==> src/rtl/mem_responder.sv <==
// rtl/mem_responder.sv - single-outstanding word memory responder with fixed response latency
module mem_responder #(
  parameter int DEPTH   = 64,
  parameter int LATENCY = 2
) (
  input  logic        clk,
  input  logic        reset,
  input  logic        req_valid,
  output logic        req_ready,
  input  logic        req_we,
  input  logic [31:0] req_addr,
  input  logic [31:0] req_wdata,
  output logic        resp_valid,
  input  logic        resp_ready,
  output logic [31:0] resp_rdata,
  output logic        resp_err
);

  localparam int AW = $clog2(DEPTH);
  localparam int CW = (LATENCY > 2) ? $clog2(LATENCY) : 1;
  localparam logic [CW-1:0] CNT_LOAD = (LATENCY > 1) ? CW'(LATENCY - 2) : '0;
  localparam logic [32:0] LIMIT = 33'(4 * DEPTH);

  typedef enum logic [1:0] {IDLE, WAIT, RESP} state_t;

  state_t        state, state_nx;
  logic [CW-1:0] cnt, cnt_nx;
  logic          we_q;
  logic [31:0]   addr_q, wdata_q;
  logic [31:0]   mem [DEPTH];

  logic          accept, commit;
  logic          op_we, op_err;
  logic [31:0]   op_addr, op_wdata;
  logic [AW-1:0] op_idx;

  assign req_ready  = (state == IDLE) && reset;
  assign resp_valid = (state == RESP);
  assign accept     = req_valid && req_ready;

  // With LATENCY=1 the commit happens on the acceptance edge, so use the live request.
  assign op_we    = (state == IDLE) ? req_we    : we_q;
  assign op_addr  = (state == IDLE) ? req_addr  : addr_q;
  assign op_wdata = (state == IDLE) ? req_wdata : wdata_q;
  assign op_err   = (op_addr[1:0] != 2'b00) || ({1'b0, op_addr} >= LIMIT);
  assign op_idx   = op_addr[AW+1:2];

  always_comb begin
    state_nx = state;
    cnt_nx   = cnt;
    commit   = 1'b0;
    case (state)
      IDLE: begin
        if (accept) begin
          if (LATENCY == 1) begin
            state_nx = RESP;
            commit   = 1'b1;
          end else begin
            state_nx = WAIT;
            cnt_nx   = CNT_LOAD;
          end
        end
      end
      WAIT: begin
        if (cnt == '0) begin
          state_nx = RESP;
          commit   = 1'b1;
        end else begin
          cnt_nx = cnt - 1'b1;
        end
      end
      RESP: begin
        if (resp_ready) state_nx = IDLE;
      end
      default: state_nx = IDLE;
    endcase
  end

  always_ff @(posedge clk or negedge reset) begin
    if (!reset) begin
      state      <= IDLE;
      cnt        <= '0;
      we_q       <= 1'b0;
      addr_q     <= '0;
      wdata_q    <= '0;
      resp_rdata <= '0;
      resp_err   <= 1'b0;
    end else begin
      state <= state_nx;
      cnt   <= cnt_nx;
      if (accept) begin
        we_q    <= req_we;
        addr_q  <= req_addr;
        wdata_q <= req_wdata;
      end
      if (commit) begin
        resp_err   <= op_err;
        resp_rdata <= (op_err || op_we) ? 32'h0 : mem[op_idx];
      end
    end
  end

  // Storage survives reset; only a committed, in-range, aligned write lands.
  always_ff @(posedge clk) begin
    if (commit && op_we && !op_err) mem[op_idx] <= op_wdata;
  end

endmodule

==> config.mk <==
export PLATFORM = sky130hd
export DESIGN_NAME = mem_responder
export DESIGN_NICKNAME = d
export VERILOG_FILES = /design/src/rtl/mem_responder.sv
export SDC_FILE = /design/constraint.sdc
export NUM_CORES = 2
export LEC_CHECK = 0
export CAP_MARGIN = 30
export CORE_MARGIN = 2
export CORE_UTILIZATION = 58
export CTS_BUF_LIST = sky130_fd_sc_hd__clkbuf_8
export CTS_CLUSTER_SIZE = 10
export DETAILED_ROUTE_END_ITERATION = 16
export GPL_TIMING_DRIVEN = 1
export PLACE_DENSITY = 0.77
export RECOVER_POWER = 100
export SYNTH_ARGS = -nofsm -noshare
export SYNTH_HDL_FRONTEND = slang
export SYNTH_SLANG_ARGS = --single-unit
==> constraint.sdc <==
create_clock -name clk -period 3.74 [get_ports clk]
set_input_delay 0.748 -clock clk [delete_from_list [all_inputs] [get_ports clk]]
set_output_delay 0.748 -clock clk [all_outputs]
set_load 0.02 [all_outputs]
==> results.ini <==
[sta]
relSlewSlack_pct = -28.5
finalWorstSetupSlack_ps = -16.3
grt_setup_unrepaired = false
period_share_pct = 100
layout_min_cycle_time_ps = 3760
clock_skew_ps = 76.5
tns_ps = -16.3
finalHoldViolCount = 0
finalHoldWorstSlack_ps = 172
fmax_ghz = 0.266
worst_slew_pin_slew_ps = 1930
setup_viol = 1
report.final.slew_viol_count = 123

[setup_path]
critPathKind = flip-flop to flip-flop
worstPathCellList = nor2_4 -> buf_8 -> mux2i_4 -> buf_4 -> buf_6 -> buf_12 -> nand2_1 -> a32oi_1 -> a21oi_1 -> nor4_1 -> a32o_1
slowest_stage = nor4_1
required_ps = 4650
path_max_fanout = 27
worst_setup_path_end_kind = flip-flop
cpLargestDelayFamily = buffers and inverters
max_stage_delay_ps = 570
crit_arrival_ps = 4670
start_kind = flip-flop
crit_buf_inv = 4

[drt]
dr.pass1.iters = 8
avgViaCountPerCell = 6.99
wl_per_cell_microns = 34.8
drt_wl_total_mm = 280
dr_total_vias = 56400
drc_errors = 0
drt-initial-drc-count = 10300
ant_nets = 0

[floorplanning]
pin_count = 104
core_sq_um = 138000
die_h_microns = 377
die_w_microns = 377
initial_utilization_pct = 58.6
fp-row-count = 136
die_area_sq_um = 142000

[power]
p_per_area_nw_per_um2 = 594
finalPower_mw = 55.6
leakagePower_nw = 31.9
ir_drop_v = 0.000547

[synthesis]
syn-cell-area_sq_um = 80800
syn_inst = 5458
synth_top_area_share_pct = 76.1
synth_common_cells = edfxtp_1 (2048), nand2_1 (1234), o22ai_1 (379)
synthFlopType = edfxtp_1
ys_warn_count = 0
synth_nets = 5527
avgSynthCellArea_sq_um = 14.8
synth_edf_count = 2048
synthArstFlopShare_pct = 4.66
synth.area.top_cells = edfxtp_1 (76%), nand2_1 (5.7%), dfrtp_1 (3.1%), o22ai_1 (2.9%), a31oi_1 (2.3%)
yosys.area.top_type = edfxtp_1
synth.most_common_cell = edfxtp_1
seq_area_frac_synth_pct = 79.2
ys_types = 58
ys_ff_latch = 2148

[global_route]
grt_start_max_net_pins = 65
grt_pass1_wl_mm = 390
grt_overflow = 0
grt_pass1_vias = 55100
antenna_found_initial = 16
track_usage_pct = 39.3

[finish]
nNetsFinal = 6086
regArea_sq_um = 64000
nFillCells = 8822
multi_input_area_sq_um = 15600
drive_gt1_share_pct = 15.8
layoutNonFillerInstCount = 8059
utilization_pct = 68.0
syn_to_final_growth_pct = 15.9

[cts]
cts_root_buf = clkbuf_8
cts_buffers = 341
cts_tree = built
htree_levels = 5
clockBufferDepth = 4
clk_latency_ps = 1040
clock-sinks = 2148
clk_pin_slew_worst_paths_ps = 60

[run_status]
violations = max-capacitance violations, max-slew violations, negative setup slack
status = complete, but fails checks

[job]
drv_cap = 3

[place]
numPortBuffers = 103
gp_congestion = 0.939
dpl.hpwl_mm = 164
dp.cells = 7466

[worst_hold_path]
hold_path.class = input port to asynchronous set/reset pin

==> worst paths after layout <==
| check | cells after the start | endpoint | slack (ps) | from |
|---|---|---|---|---|
| min in group clk | 2 | state[1]$_DFFE_PN0P_ | 300 | resp_ready |
| min reg2reg | 1 | wdata_q[4]$_DFFE_PN0P_ | 500 | wdata_q[4]$_DFFE_PN0P_ |
| min | 2 | addr_q[28]$_DFFE_PN0P_ | 170 | reset |
| max in group asynchronous | 4 | state[1]$_DFFE_PN0P_ | 830 | reset |
| max | 11 | resp_rdata[17]$_DFFE_PN0N_ | -20 | state[0]$_DFFE_PN0P_ |
| max reg2reg | 11 | resp_rdata[17]$_DFFE_PN0N_ | -20 | state[0]$_DFFE_PN0P_ |
==> power breakdown <==
| group | internal, mW | total, mW | switching (mW) | leakage (nW) |
|---|---|---|---|---|
| combinational | 2.66 | 9.55 | 6.89 | 8.62 |
| sequential | 27.8 | 28.0 | 0.138 | 19.7 |
| clock | 9.12 | 18.1 | 8.99 | 3.52 |
| total | 39.6 | 55.6 | 16.0 | 31.9 |
==> flip-flops by register name (all words and copies together), names as in the netlist <==
register and cells:
resp_rdata 32, state 2, resp_err 1, addr_q 32, mem 2048, wdata_q 32, we_q 1
==> stage by stage <==
| step | setup WS [ps] | instance area (sq um) |
|---|---|---|
| finish | -16.3 | 93700 |
| global route | 1.44 | 93700 |
| floorplan | -210 | 80800 |
| CTS | 18.6 | 95200 |
| global placement | -139 | 89000 |
| detailed placement | -140 | 89200 |
==> repair_timing <==
| item | 4_1_cts | 5_1_grt |
|---|---|---|
| endpoints found under the setup margin | 1 | 1 |
| buffers inserted | 1 | 0 |
| pin swaps | 1 | 0 |
| hold buffers | 1 | 0 |
| resized for setup | 6 | 1 |
| hold endpoints to repair | 25 | 0 |
==> cell families (layout without fill, tap and decap cells) <==
family | Yosys count | after routing | share of synthesized area [%]
muxes | 86 | 86 | 1.19
and+or+nand+nor | 1800 | 1800 | 9.09
other | 0 | 8 | 0
buffers and inverters | 342 | 1141 | 1.95
AOI/OAI and AO/OA | 1082 | 1082 | 8.58
DFF | 2148 | 2148 | 79.2
==> layer usage <==
layer | routed length, microns | track usage (%)
met5 | 69 | 0
met4 | 23300 | 25.8
met3 | 50800 | 13.2
met2 | 121000 | 57.7
met1 | 85300 | 50.1
==> layout make-up <==
type / count / area share [%]
tap: 1794 / 2.40
inverter: 3 / 0.0120
clock inverter: 219 / 1.03
clock buffer: 364 / 5.35
antenna: 8 / 0.0214
sequential: 2148 / 68.3
timing repair buffer: 555 / 6.24
multi-input combinational: 2968 / 16.6
==> layout by cell type (no fill, tap or decap), drive strengths merged, types with 17 or more instances in the layout <==
cell type	instances
a21oi	235
a31oi	295
a32o	37
a32oi	69
buf	324
clkbuf	492
clkdlybuf4s50	68
clkinv	91
dfrtp	100
dlygate4sd3	35
edfxtp	2048
inv	124
mux2	69
mux2i	17
nand2	1235
nand3	249
nor2	197
nor3	46
nor4	41
o22ai	379
==> worst register-to-register path, delay by kind of cell (launching register included) <==
kind / cells / cell delay [ps]
and+or+nand+nor: 3 / 830
DFF: 1 / 490
AOI/OAI and AO/OA: 3 / 610
muxes: 1 / 250
buffers and inverters: 4 / 1460
(Power assumes the default switching activity.)
